`src/rtl/keypad_scan.sv`:
```
// -----------------------------------------------------------------------------
// keypad_scan
//   Scans a ROWS x COLS push-button matrix. One column is driven low at a time
//   for a full column period; the synchronised row lines are sampled on the last
//   cycle of that period and collected into a frame snapshot. Whole frames are
//   debounced (DEBOUNCE identical frames) before the debounced matrix changes.
//   A transition from an empty matrix to exactly one key produces a one-cycle
//   VALID strobe with KEY = row*COLS + col.
//
//   Optional feature (macro KEYPAD_AUTOREPEAT_EN): while a single key is held,
//   VALID re-pulses with the same KEY after REP_DLY frames, then every REP_RATE
//   frames. REP_RATE must not exceed REP_DLY.
//
// Ports
//   clk      in   1     system clock
//   rst      in   1     synchronous reset, active-low
//   ROW      in   ROWS  row sense lines, active-low, asynchronous
//   COL      out  COLS  column drive, active-low, exactly one bit low
//   KEY      out  4     code of last accepted key
//   VALID    out  1     one-cycle strobe for a new key event
//   PRESSED  out  1     debounced matrix non-empty
// -----------------------------------------------------------------------------
module keypad_scan #(
    parameter int ROWS     = 4,
    parameter int COLS     = 4,
    parameter int IN_CLOCK = 50_000_000,
    parameter int SCAN_HZ  = 4000,
    parameter int DEBOUNCE = 4,
    parameter int REP_DLY  = 128,
    parameter int REP_RATE = 32
) (
    input  logic            clk,
    input  logic            rst,
    input  logic [ROWS-1:0] ROW,
    output logic [COLS-1:0] COL,
    output logic [3:0]      KEY,
    output logic            VALID,
    output logic            PRESSED
);

    localparam int NKEY = ROWS * COLS;
    localparam int DIV  = IN_CLOCK / SCAN_HZ - 1;
    localparam int DW   = (DIV < 1) ? 1 : $clog2(DIV + 1);
    localparam int CW   = (COLS > 2) ? 2 : 1;

    localparam logic [DW-1:0] DIV_MAX    = DW'(DIV);
    localparam logic [CW-1:0] COL_LAST   = CW'(COLS - 1);
    localparam logic [3:0]    STABLE_MAX = 4'(DEBOUNCE - 1);

    // True when exactly one bit of the matrix is set.
    function automatic logic one_hot(input logic [NKEY-1:0] v);
        return (v != '0) && ((v & (v - NKEY'(1))) == '0);
    endfunction

    // Code of the lowest set bit (only used on one-hot matrices).
    function automatic logic [3:0] key_code(input logic [NKEY-1:0] v);
        logic [3:0] code;
        code = 4'd0;
        for (int k = NKEY - 1; k >= 0; k--) begin
            if (v[k]) begin
                code = 4'(k);
            end else begin
                code = code;
            end
        end
        return code;
    endfunction

    logic [ROWS-1:0] row_meta_q, row_sync_q;
    logic [DW-1:0]   div_q, div_d;
    logic [CW-1:0]   col_idx_q, col_idx_d;
    logic [COLS-1:0] col_q, col_d;
    logic [NKEY-1:0] snap_q, snap_d;
    logic [NKEY-1:0] prev_q, prev_d;
    logic [3:0]      stable_q, stable_d;
    logic [NKEY-1:0] deb_q, deb_d;
    logic [3:0]      key_q, key_d;
    logic            valid_q, valid_d;
    logic            pressed_q, pressed_d;

    logic            tick_s;
    logic            frame_end_s;
    logic [NKEY-1:0] snap_merged_s;
    logic [3:0]      stable_next_s;
    logic            deb_upd_s;
    logic            rep_fire_s;

    assign tick_s      = (div_q == DIV_MAX);
    assign frame_end_s = tick_s && (col_idx_q == COL_LAST);

    // Snapshot with the current column's row samples merged in (1 = pressed).
    always_comb begin
        snap_merged_s = snap_q;
        for (int k = 0; k < NKEY; k++) begin
            if (CW'(k % COLS) == col_idx_q) begin
                snap_merged_s[k] = ~row_sync_q[k / COLS];
            end else begin
                snap_merged_s[k] = snap_q[k];
            end
        end
    end

    // Stable-frame counter and debounce decision for the frame just completed.
    always_comb begin
        if (snap_merged_s == prev_q) begin
            if (stable_q == STABLE_MAX) begin
                stable_next_s = stable_q;
            end else begin
                stable_next_s = stable_q + 4'd1;
            end
        end else begin
            stable_next_s = 4'd0;
        end
        deb_upd_s = frame_end_s && (stable_next_s == STABLE_MAX) && (snap_merged_s != deb_q);
    end

    // Divider, column stepping and frame bookkeeping next state.
    always_comb begin
        div_d     = div_q;
        col_idx_d = col_idx_q;
        snap_d    = snap_q;
        prev_d    = prev_q;
        stable_d  = stable_q;
        deb_d     = deb_q;
        if (tick_s) begin
            div_d = '0;
            if (col_idx_q == COL_LAST) begin
                col_idx_d = '0;
            end else begin
                col_idx_d = col_idx_q + CW'(1);
            end
            if (frame_end_s) begin
                snap_d   = '0;
                prev_d   = snap_merged_s;
                stable_d = stable_next_s;
                if (deb_upd_s) begin
                    deb_d = snap_merged_s;
                end else begin
                    deb_d = deb_q;
                end
            end else begin
                snap_d = snap_merged_s;
            end
        end else begin
            div_d = div_q + DW'(1);
        end
        for (int c = 0; c < COLS; c++) begin
            col_d[c] = (CW'(c) != col_idx_d);
        end
    end

`ifdef KEYPAD_AUTOREPEAT_EN
    localparam int RW = $clog2(REP_DLY + 1);
    logic [RW-1:0] rep_q, rep_d;

    // Repeat frame counter: runs only while one key is held and the matrix is unchanged.
    always_comb begin
        rep_d      = rep_q;
        rep_fire_s = 1'b0;
        if (deb_upd_s || !one_hot(deb_q)) begin
            rep_d = '0;
        end else if (frame_end_s) begin
            if (rep_q == RW'(REP_DLY - 1)) begin
                rep_fire_s = 1'b1;
                // Reload so the next fire comes REP_RATE frames later.
                rep_d      = RW'(REP_DLY - REP_RATE);
            end else begin
                rep_d = rep_q + RW'(1);
            end
        end else begin
            rep_d = rep_q;
        end
    end

    // Repeat counter register.
    always_ff @(posedge clk) begin
        if (!rst) begin
            rep_q <= '0;
        end else begin
            rep_q <= rep_d;
        end
    end
`else
    assign rep_fire_s = 1'b0;
`endif

    // Key event decoding: only empty -> single key reports a press.
    always_comb begin
        key_d = key_q;
        if (deb_upd_s && (deb_q == '0) && one_hot(snap_merged_s)) begin
            valid_d = 1'b1;
            key_d   = key_code(snap_merged_s);
        end else if (rep_fire_s) begin
            valid_d = 1'b1;
        end else begin
            valid_d = 1'b0;
        end
        if (deb_upd_s) begin
            pressed_d = |snap_merged_s;
        end else begin
            pressed_d = pressed_q;
        end
    end

    // State and output registers, including the 2-flop row synchroniser.
    always_ff @(posedge clk) begin
        if (!rst) begin
            row_meta_q <= '1;
            row_sync_q <= '1;
            div_q      <= '0;
            col_idx_q  <= '0;
            col_q      <= ~COLS'(1);
            snap_q     <= '0;
            prev_q     <= '0;
            stable_q   <= 4'd0;
            deb_q      <= '0;
            key_q      <= 4'd0;
            valid_q    <= 1'b0;
            pressed_q  <= 1'b0;
        end else begin
            row_meta_q <= ROW;
            row_sync_q <= row_meta_q;
            div_q      <= div_d;
            col_idx_q  <= col_idx_d;
            col_q      <= col_d;
            snap_q     <= snap_d;
            prev_q     <= prev_d;
            stable_q   <= stable_d;
            deb_q      <= deb_d;
            key_q      <= key_d;
            valid_q    <= valid_d;
            pressed_q  <= pressed_d;
        end
    end

    assign COL     = col_q;
    assign KEY     = key_q;
    assign VALID   = valid_q;
    assign PRESSED = pressed_q;

endmodule
```
`config.mk`:
```
export PLATFORM = sky130hd
export DESIGN_NAME = keypad_scan
export DESIGN_NICKNAME = d
export VERILOG_FILES = /design/src/rtl/keypad_scan.sv
export SDC_FILE = /design/constraint.sdc
export NUM_CORES = 1
export LEC_CHECK = 0
export ABC_CLOCK_PERIOD_IN_PS = 2700
export CAP_MARGIN = 20
export CORE_MARGIN = 2
export CORE_UTILIZATION = 55
export CTS_CLUSTER_SIZE = 8
export DETAILED_ROUTE_END_ITERATION = 16
export PLACE_DENSITY = 0.76
export SLEW_MARGIN = 20
export SYNTH_ARGS = -nofsm -noshare
export SYNTH_HDL_FRONTEND = slang
export SYNTH_SLANG_ARGS = --single-unit
export TNS_END_PERCENT = 5
```
`constraint.sdc`:
```
create_clock -name clk -period 2.7 [get_ports clk]
set_clock_uncertainty 0.1 [all_clocks]
set_input_delay 0.81 -clock clk [delete_from_list [all_inputs] [get_ports clk]]
set_output_delay 0.81 -clock clk [all_outputs]
set_load 0.02 [all_outputs]
```
==> impl_metrics.ini, run 1 <==
[status]
status = finished, violations left
violations = setup timing

[yosys]
synth_cell_types = 54
yosysWarningCount = 0
yosysTopAreaCell = sky130_fd_sc_hd__dfxtp_1
syn_avg_cell_area_um2 = 8.37
synth_edf_count = 0
synthMostInstantiatedCell = sky130_fd_sc_hd__dfxtp_1
syn-num-nets = 541
ys_async_sr_fraction_pct = 0
synth_seq_area_share_pct = 38.9
most_used_flip_flop_cell_after_synthesis = sky130_fd_sc_hd__dfxtp_1
synthCells = 529
number_of_storage_elements_in_the_synthesis_netlist = 86
synth.top_cells.by_count = 86 x sky130_fd_sc_hd__dfxtp_1, 57 x sky130_fd_sc_hd__nand2_1, 41 x sky130_fd_sc_hd__o21ai_0, 37 x sky130_fd_sc_hd__nor2_1, 29 x sky130_fd_sc_hd__and2_1
synth.cell_area_um2 = 4430
yosysTopAreaCellShare_pct = 38.9
top_cells_by_area_in_the_synthesized_netlist = sky130_fd_sc_hd__dfxtp_1 39%, sky130_fd_sc_hd__nand2_1 4.8%, sky130_fd_sc_hd__o21ai_0 4.6%

[timing]
clock_period_minus_worst_slack_ps = 2780
final-setup-viol-count = 4
worst_slew_pin_slew_ps = 537
final_hold_viol_count = 0
final.setup.tns_ps = -218
final_cycle_utilization_of_the_critical_path_pct = 103
slew_viol_final = 0
worst_slack_ps = -81.7
rsz0062_at_grt = yes
max_clock_freq_ghz = 0.359
worst_slew_margin_rel_pct = 64.1
final.hold.worst_slack_ps = 314

[worst_setup_path]
crit_required_ps = 2890
list_of_cells_traversed_by_the_critical_path = inv_4 > ha_4 > buf_4 > nor2_2 > o211ai_1 > or2_4 > maj3_1 > o32ai_2 > nand3_2 > nor3b_4 > mux2i_1
timing.critical_path.fanout_max = 7
worst_setup_path_end_kind = register
critical_path.max_stage_delay_ps = 370
cp.arrival_ps = 2970
start_kind = register
r2r_setup_slack_ps = -80
crit_type = register to register
worst-path-buf-inv = 2
worst_path_max_delay_cell = sky130_fd_sc_hd__dfxtp_2
timing.critical_path.max_delay_family = simple AND/OR/NAND/NOR gates

[clock_tree]
cts_buffers = 9
cts_tree = done
clock_sink_count = 86
clk_pin_slew_worst_paths_ps = 90
htree_levels = 3
clockBufferDepth = 2
clock_insertion_delay_worst_skew_ps = 380
postCtsHoldBufs = 0
clock-root-buffer = sky130_fd_sc_hd__clkbuf_8

[global_routing]
global_route.usage.total_pct = 27.8
grtUsageMet1_pct = 37.6
grt_max_degree = 24
grt_pass1_wl_mm = 19.3
gr-max-usage-layer = met2
grt_antenna_before_repair = 0
global_route.overflow_total = 0
global_route.usage.met3_pct = 5.62
vias_in_the_first_global_route = 3993
gr_layer_usage_met2_pct = 43.9

[power]
vdd.ir_drop.worst_mv = 0.516
power.density_cell_area_nw_per_um2 = 418
finalPower_mw = 2.31
power_leakage_nw = 2.12

[placement]
routabilityCongestion = 0.940
dp.final_hpwl_mm = 8.37
place_inst = 684
port_buffers = 15

[hold_path]
worst_hold_path_type = register to register

[routing]
route.antenna.remaining_nets = 0
detail_route.vias_per_cell = 5.85
drt_pre_antenna_iters = 5
drtIter0Drc = 347
drt_drc_violations_left = 0
num_vias = 4121
detail_route.wl_per_cell_um = 16.7
totalWireLength_mm = 11.8

[die]
fp.dieH_um = 93.7
die_area_um2 = 8790
initial_utilization_pct = 57.0
core.rowCount = 32
die-width_um = 93.7
io-pin-count = 16
core_area_um2 = 7770

[layout]
layoutNonFillerInstCount = 705
areaGrowthSynthToFinish_pct = 24.9
n_antenna_cell = 0
nNetsFinal = 611
fin_util_pct = 71.2
final_layout_size_suffix_gt1_share_pct = 22.9

[run]
cap_violations = 0
-- what timing repair did --
action | CTS | global route
endpoints found under the setup margin | 23 | 25
pin swaps | 5 | 16
gates resized for setup | 21 | 29
setup buffers | 3 | 3
-- where the power goes --
part	leakage, nW	internal (mW)	switching (mW)
combinational	1.33	0.0521	0.0593
clock	0.0923	0.430	0.483
sequential	0.696	1.28	0.0108
total	2.12	1.76	0.553
-- per-stage QoR --
step | setup WS, ps | area [µm²]
6_report | -81.7 | 5530
5_1_grt | -164 | 5530
2_1_floorplan | 0.431 | 4470
3_5_place_dp | -268 | 5080
3_3_place_gp | -167 | 5080
4_1_cts | -12.0 | 5380
-- layout make-up --
class | instances | area [µm²]
clock buffer | 9 | 124
clock inverter | 6 | 71.3
fill | 599 | 2230
inverter | 11 | 46.3
multi-input combinational | 410 | 2790
sequential | 86 | 1730
tap | 102 | 128
timing repair buffer | 81 | 652
-- state kept, by name (all words and copies together), names as in the netlist --
name	cells
VALID	1
KEY	4
stable_q	4
div_q	14
COL	4
col_idx_q	2
deb_q	16
PRESSED	1
row_sync_q	4
row_meta_q	4
prev_q	16
snap_q	16
-- worst paths after layout --
kind	start	endpoint	depth (start not counted)
worst min-delay path	row_meta_q[1]	row_sync_q[1]	1
worst max register to register	col_idx_q[1]	KEY[2]	11
worst min register to register	row_meta_q[1]	row_sync_q[1]	1
worst max-delay path	col_idx_q[1]	KEY[2]	11
-- worst register-to-register path, delay by kind of cell, from the launching register on --
| family | cells | cell delay [ps] |
|---|---|---|
| AND/OR/NAND/NOR | 4 | 870 |
| adder cells (fa/ha/maj) | 2 | 540 |
| AO/OA/AOI/OAI | 2 | 380 |
| flip-flops | 1 | 370 |
| multiplexers | 1 | 240 |
| buffers and inverters | 2 | 200 |
-- placed cells by master (no fill, tap or decap), types with 5 or more instances in the layout --
cell type / synthesis / final
sky130_fd_sc_hd__a21o_1: 6 / 6
sky130_fd_sc_hd__a21oi_1: 23 / 20
sky130_fd_sc_hd__and2_1: 29 / 28
sky130_fd_sc_hd__and3_1: 10 / 8
sky130_fd_sc_hd__buf_4: 1 / 63
sky130_fd_sc_hd__clkbuf_8: 0 / 9
sky130_fd_sc_hd__clkdlybuf4s50_1: 0 / 14
sky130_fd_sc_hd__dfxtp_1: 86 / 84
sky130_fd_sc_hd__inv_1: 11 / 9
sky130_fd_sc_hd__mux2i_1: 17 / 17
sky130_fd_sc_hd__nand2_1: 57 / 57
sky130_fd_sc_hd__nand2b_1: 25 / 18
sky130_fd_sc_hd__nand2b_4: 2 / 8
sky130_fd_sc_hd__nand3_1: 17 / 16
sky130_fd_sc_hd__nand4_1: 10 / 10
sky130_fd_sc_hd__nor2_1: 37 / 29
sky130_fd_sc_hd__nor2_2: 0 / 6
sky130_fd_sc_hd__nor2b_1: 27 / 25
sky130_fd_sc_hd__nor3_1: 5 / 5
sky130_fd_sc_hd__nor4_1: 13 / 11
sky130_fd_sc_hd__o21a_1: 5 / 5
sky130_fd_sc_hd__o21ai_0: 41 / 40
sky130_fd_sc_hd__xnor2_1: 17 / 17
sky130_fd_sc_hd__xor2_1: 11 / 11
-- kinds of logic (layout without fill, tap and decap cells) --
kind of cell	after synthesis	after routing	share of synthesized area (%)
buffers and inverters	33	107	3.47
flip-flops	86	86	38.9
XOR/XNOR	28	28	5.54
multiplexers	18	18	4.10
AND/OR/NAND/NOR	261	261	33.3
AO/OA/AOI/OAI	96	96	12.8
adder cells (fa/ha/maj)	7	7	1.92
-- per-layer routing --
metal / part of all wire [%] / vias to the layer above
met1: 44 / 1939
li1: - / 1967
met4: 2.4 / 0
met3: 6.9 / 29
met5: 0 / -
met2: 47 / 186
(Power assumes the default switching activity.)
==> inputs of run 2 (changes only) <==
--- a/config.mk
+++ b/config.mk
@@ -11,7 +11,7 @@
 export CORE_UTILIZATION = 55
 export CTS_CLUSTER_SIZE = 8
 export DETAILED_ROUTE_END_ITERATION = 16
-export PLACE_DENSITY = 0.76
+export PLACE_DENSITY = 0.72
 export SLEW_MARGIN = 20
 export SYNTH_ARGS = -nofsm -noshare
 export SYNTH_HDL_FRONTEND = slang
==> impl_metrics.ini, run 2 (same netlist as run 1, synthesis figures left out) <==
[timing]
final_cycle_utilization_of_the_critical_path_pct = 105
final_hold_viol_count = 0
max_clock_freq_ghz = 0.351
worst_slack_ps = -148
final.setup.tns_ps = -1130
rsz0062_at_grt = yes
worst_slew_pin_slew_ps = 587
final-setup-viol-count = 22
clock_period_minus_worst_slack_ps = 2850
worst_slew_margin_rel_pct = 60.8
final.hold.worst_slack_ps = 317
slew_viol_final = 0

[die]
die-width_um = 93.7
initial_utilization_pct = 57.0
fp.dieH_um = 93.7
core.rowCount = 32
die_area_um2 = 8790
io-pin-count = 16
core_area_um2 = 7770

[clock_tree]
postCtsHoldBufs = 0
clock-root-buffer = sky130_fd_sc_hd__clkbuf_8
clock_sink_count = 86
clk_pin_slew_worst_paths_ps = 100
clock_insertion_delay_worst_skew_ps = 360
cts_tree = done
cts_buffers = 9
htree_levels = 3
clockBufferDepth = 2

[run]
cap_violations = 0

[power]
intPower_mw = 1.87
share_comb_of_total_power_pct = 5.2
power.density_cell_area_nw_per_um2 = 418
netSwitchingFraction_pct = 23.8
finalPower_mw = 2.45
clock_power_share_pct = 42.4
power_frac_seq_pct = 52.4
vdd.ir_drop.worst_mv = 0.430
net-switching-power_mw = 0.583
power_leakage_nw = 2.29

[worst_setup_path]
start_kind = register
timing.critical_path.fanout_max = 5
crit_required_ps = 2900
worst_r2r_startpoint = col_idx_q[0]
worst_setup_path_end_kind = register
r2r_setup_slack_ps = -150
crit_type = register to register
cp.arrival_ps = 3050
r2r_cells = 14
worst_setup_path_startpoint = col_idx_q[0]
regToRegEndpoint = KEY[2]
cp-endpoint = KEY[2]

[global_routing]
vias_in_the_first_global_route = 4087
global_route.overflow_total = 0
global_route.usage.total_pct = 28.5
grt_max_degree = 41
grt_antenna_before_repair = 0
grt_pass1_wl_mm = 19.6

[hold_path]
min-delay-start = row_meta_q[2]
worst_hold_path_type = register to register

[layout]
multiInputGateArea_um2 = 2890
n_antenna_cell = 0
sequential_cell_area_um2 = 1730
final_layout_size_suffix_gt1_share_pct = 27.6
final_common_cell = sky130_fd_sc_hd__dfxtp_1
fin_util_pct = 75.5
most-common-layout-cells = 84 x sky130_fd_sc_hd__dfxtp_1, 76 x sky130_fd_sc_hd__buf_4, 56 x sky130_fd_sc_hd__nand2_1
final_cell_area_um2 = 5870
fillerInstances = 562
nNetsFinal = 633
areaGrowthSynthToFinish_pct = 32.5
largest_registers = deb_q: 16 flops, prev_q: 16 flops, snap_q: 16 flops
layoutNonFillerInstCount = 728

[placement]
routabilityCongestion = 0.968
place_inst = 691
dp.final_hpwl_mm = 8.71
place_area_um2 = 5130
port_buffers = 15
dpl_worst_slack_ps = -295

[routing]
detail_route.wl_per_cell_um = 16.9
totalWireLength_mm = 12.3
num_vias = 4160
detail_route.vias_per_cell = 5.71
route.antenna.remaining_nets = 0
drt_drc_violations_left = 0
drt_pre_antenna_iters = 5
drtIter0Drc = 317

[status]
violations = setup timing
status = finished, violations left
-- run 2: cell count changes in the layout (fill, tap and decap cells not counted), sizes merged --
cell      before  now
clkinvlp       2    1
buf           67   89
inv           13   14
bufinv         1    2
-- run 2: metal layers --
layer / up-vias / track usage (%) / routed length [µm]
li1: 2016 / - / -
met1: 1994 / 38.2 / 5620
met2: 130 / 45.4 / 5800
met3: 20 / 6.98 / 695
met4: 0 / 8.94 / 184
met5: - / 0 / 0
-- run 2: final cells by class --
cell class / instances / area share [%]
Inverter: 11 / 0.746
Clock buffer: 9 / 2.11
Timing Repair Buffer: 103 / 14.5
Multi-Input combinational cell: 410 / 49.3
Clock inverter: 7 / 1.75
Tap cell: 102 / 2.18
Sequential cell: 86 / 29.4
-- run 2: power by group through the flow --
stage | logic [mW] | clock network [mW] | registers [mW]
floorplan | 0.0625 | 0 | 1.31
global placement | 0.104 | 0 | 1.32
detailed placement | 0.107 | 0 | 1.32
CTS | 0.119 | 1.04 | 1.28
global route | 0.138 | 1.10 | 1.29
finish | 0.127 | 1.04 | 1.29
-- run 2: worst min-delay path by stage --
stage,to,slack (ps),depth (start not counted)
floorplan,row_sync_q[0],290,1
global placement,row_sync_q[2],300,1
detailed placement,row_sync_q[2],290,1
CTS,row_sync_q[1],320,1
global route,row_sync_q[2],350,1
finish,row_sync_q[2],320,1
-- run 2: worst max-delay path: stages (launching register included) --
cell and delay [ps]:
sky130_fd_sc_hd__dfxtp_4 360, sky130_fd_sc_hd__inv_4 70, sky130_fd_sc_hd__buf_6 100, sky130_fd_sc_hd__ha_4 150, sky130_fd_sc_hd__buf_6 110, sky130_fd_sc_hd__nand2b_4 130
sky130_fd_sc_hd__buf_6 100, sky130_fd_sc_hd__o211ai_1 170, sky130_fd_sc_hd__nor4_2 320, sky130_fd_sc_hd__buf_4 190, sky130_fd_sc_hd__a21oi_1 80, sky130_fd_sc_hd__nor3b_2 180
sky130_fd_sc_hd__nand3_2 120, sky130_fd_sc_hd__nor3b_4 340, sky130_fd_sc_hd__mux2i_1 230
-- run 2: what timing repair did --
action	CTS	global route
buffers inserted	15	6
pin swaps	28	22
gates resized for setup	51	27
endpoints found under the setup margin	22	26
==> inputs of run 3 (changes only) <==
--- a/config.mk
+++ b/config.mk
@@ -5,13 +5,17 @@
 export SDC_FILE = /design/constraint.sdc
 export NUM_CORES = 1
 export LEC_CHECK = 0
+export ABC_AREA = 1
 export ABC_CLOCK_PERIOD_IN_PS = 2700
 export CAP_MARGIN = 20
+export CELL_PAD_IN_SITES_DETAIL_PLACEMENT = 0
+export CELL_PAD_IN_SITES_GLOBAL_PLACEMENT = 1
 export CORE_MARGIN = 2
-export CORE_UTILIZATION = 55
+export CORE_UTILIZATION = 41
 export CTS_CLUSTER_SIZE = 8
 export DETAILED_ROUTE_END_ITERATION = 16
-export PLACE_DENSITY = 0.72
+export DONT_BUFFER_PORTS = 1
+export PLACE_DENSITY = 0.71
 export SLEW_MARGIN = 20
 export SYNTH_ARGS = -nofsm -noshare
 export SYNTH_HDL_FRONTEND = slang
==> impl_metrics.ini, run 3 <==
[status]
status = complete, no violations

[worst_setup_path]
regToRegEndpoint = KEY[0]
r2r_setup_slack_ps = 150
cp.arrival_ps = 2670
r2r_cells = 15
timing.critical_path.fanout_max = 6
crit_required_ps = 2830
worst_r2r_startpoint = col_idx_q[0]
crit_type = register to register
start_kind = register
worst_setup_path_end_kind = register

[routing]
detail_route.wl_per_cell_um = 16.8
num_vias = 4813
detail_route.vias_per_cell = 5.31
drt_pre_antenna_iters = 5
totalWireLength_mm = 15.2
drt_drc_violations_left = 0
drtIter0Drc = 347
route.antenna.remaining_nets = 0

[die]
die_area_um2 = 12600
io-pin-count = 16
fp.dieH_um = 112
initial_utilization_pct = 42.0
core.rowCount = 39
die-width_um = 112
core_area_um2 = 11400

[timing]
worst_slack_ps = 152
slew_viol_final = 0
final.setup.tns_ps = 0
final_cycle_utilization_of_the_critical_path_pct = 94.4
max_clock_freq_ghz = 0.392
worst_slew_pin_slew_ps = 603
worst_slew_margin_rel_pct = 59.4
final-setup-viol-count = 0
clock_period_minus_worst_slack_ps = 2550
rsz0062_at_grt = yes
final_hold_viol_count = 0

[global_routing]
grt_max_degree = 47
vias_in_the_first_global_route = 4444
grt_pass1_wl_mm = 24.5
grt_antenna_before_repair = 0
global_route.overflow_total = 0
global_route.usage.total_pct = 25.1

[clock_tree]
clock_insertion_delay_worst_skew_ps = 350
htree_levels = 3
cts_tree = done
clk_pin_slew_worst_paths_ps = 60
cts_buffers = 9
clockBufferDepth = 2
clock_sink_count = 86
clock-root-buffer = sky130_fd_sc_hd__clkbuf_16

[yosys]
number_of_storage_elements_in_the_synthesis_netlist = 86
synth_seq_area_share_pct = 35.9
synth_cell_types = 37
syn-num-nets = 738
syn_avg_cell_area_um2 = 6.60
top_cells_by_area_in_the_synthesized_netlist = sky130_fd_sc_hd__dfxtp_1 36%, sky130_fd_sc_hd__nand2_1 16%, sky130_fd_sc_hd__inv_1 7.1%
yosysWarningCount = 0
synth.cell_area_um2 = 4790
ys_async_sr_fraction_pct = 0
most_used_flip_flop_cell_after_synthesis = sky130_fd_sc_hd__dfxtp_1
synthCells = 726
synth.top_cells.by_count = 208 x sky130_fd_sc_hd__nand2_1, 91 x sky130_fd_sc_hd__inv_1, 86 x sky130_fd_sc_hd__dfxtp_1, 60 x sky130_fd_sc_hd__nand3_1, 57 x sky130_fd_sc_hd__nor2_1
synthMostInstantiatedCell = sky130_fd_sc_hd__nand2_1
yosysTopAreaCellShare_pct = 35.9
synth_edf_count = 0
yosysTopAreaCell = sky130_fd_sc_hd__dfxtp_1

[hold_path]
worst_hold_path_type = register to register
min-delay-start = row_meta_q[0]
hold-path-cell-count = 1
hold_end = row_sync_q[0]

[layout]
sequential_cell_area_um2 = 1730
fillerInstances = 1186
final_common_cell = sky130_fd_sc_hd__nand2_1
nNetsFinal = 770
fin_util_pct = 49.9
n_antenna_cell = 0
areaGrowthSynthToFinish_pct = 19.0
largest_registers = deb_q: 16 flops, prev_q: 16 flops, snap_q: 16 flops
final_layout_size_suffix_gt1_share_pct = 19.4
multiInputGateArea_um2 = 2810
most-common-layout-cells = 195 x sky130_fd_sc_hd__nand2_1, 89 x sky130_fd_sc_hd__inv_1, 84 x sky130_fd_sc_hd__dfxtp_1

[placement]
routabilityCongestion = 0.892
dpl_worst_slack_ps = -152
port_buffers = 0
dp.final_hpwl_mm = 11.1

[run]
cap_violations = 0

[power]
finalPower_mw = 2.58
vdd.ir_drop.worst_mv = 0.402
power_leakage_nw = 2.65
power.density_cell_area_nw_per_um2 = 453
-- run 3: cell types whose count changed in the layout (fill, tap and decap cells not counted), sizes merged, moves of 11 or more --
cell,previous run,this run
nand2,57,234
inv,14,100
buf,89,39
nand3,17,63
and2,30,0
nor2,37,66
nand2b,28,0
nor2b,27,0
a21oi,23,47
xnor2,17,0
mux2i,17,1
clkdlybuf4s50,14,0
nor4,15,4
-- run 3: worst max-delay path, stage by stage, from the launching register on --
cell	delay, ps
sky130_fd_sc_hd__dfxtp_4	390
sky130_fd_sc_hd__inv_4	60
sky130_fd_sc_hd__ha_4	190
sky130_fd_sc_hd__buf_4	140
sky130_fd_sc_hd__o21ai_2	200
sky130_fd_sc_hd__buf_4	180
sky130_fd_sc_hd__inv_1	50
sky130_fd_sc_hd__buf_4	140
sky130_fd_sc_hd__nor2_1	110
sky130_fd_sc_hd__nand2_1	90
sky130_fd_sc_hd__nor3_1	230
sky130_fd_sc_hd__nand2_1	210
sky130_fd_sc_hd__nand3_4	160
sky130_fd_sc_hd__nor2_2	40
sky130_fd_sc_hd__nand2_1	80
sky130_fd_sc_hd__a21oi_2	50
-- run 3: worst max path at each step --
stage               endpoint         start  depth (start not counted)
global route          KEY[1]  col_idx_q[0]                         16
floorplan             KEY[0]  col_idx_q[0]                         15
CTS                   KEY[1]  col_idx_q[1]                         17
detailed placement    KEY[2]  col_idx_q[1]                         17
finish                KEY[0]  col_idx_q[0]                         15
global placement      KEY[2]  col_idx_q[1]                         17
-- run 3: cells by family after synthesis --
logic type,count (synthesis),share of synthesized area (%)
fa+ha+maj,6,1.57
mux,1,0.209
flops,86,35.9
simple gates,400,38.6
compound gates,112,13.4
xor+xnor,3,0.549
buf+inv,118,9.74
-- run 3: what timing repair did --
item	4_1_cts	5_1_grt
pin swaps	0	21
gates resized for setup	9	52
gates cloned	0	0
setup endpoints to repair	19	22
buffers inserted	0	10
hold buffers	0	0
-- run 3: layout make-up --
cell class	instances	area share [%]
multi-input combinational	522	49.3
sequential	86	30.3
inverter	100	6.71
timing repair buffer	39	5.84
clock buffer	10	4.02
tap	143	3.14
clock inverter	6	0.680
-- run 3: metrics by stage --
stage / cells / area, µm² / hold slack (ps)
5_1_grt: 906 / 5700 / 328
4_1_cts: 896 / 5420 / 317
2_1_floorplan: 726 / 4790 / 293
6_report: 906 / 5700 / 312
3_5_place_dp: 880 / 5110 / 302
3_3_place_gp: 880 / 5110 / 295
-- run 3: metal layers --
| layer | track usage, % | wire, µm | vias to the layer above |
|---|---|---|---|
| met5 | 0 | 0 | - |
| met4 | 10.0 | 422 | 0 |
| met3 | 3.13 | 881 | 25 |
| met2 | 35.7 | 6430 | 147 |
| met1 | 38.4 | 7500 | 2243 |
| li1 | - | - | 2398 |
-- run 3: power by group --
part	switching (mW)	total (mW)	internal, mW
Sequential	0.0104	1.29	1.28
Clock	0.545	1.17	0.621
Combinational	0.0851	0.132	0.0471
Total	0.641	2.58	1.94
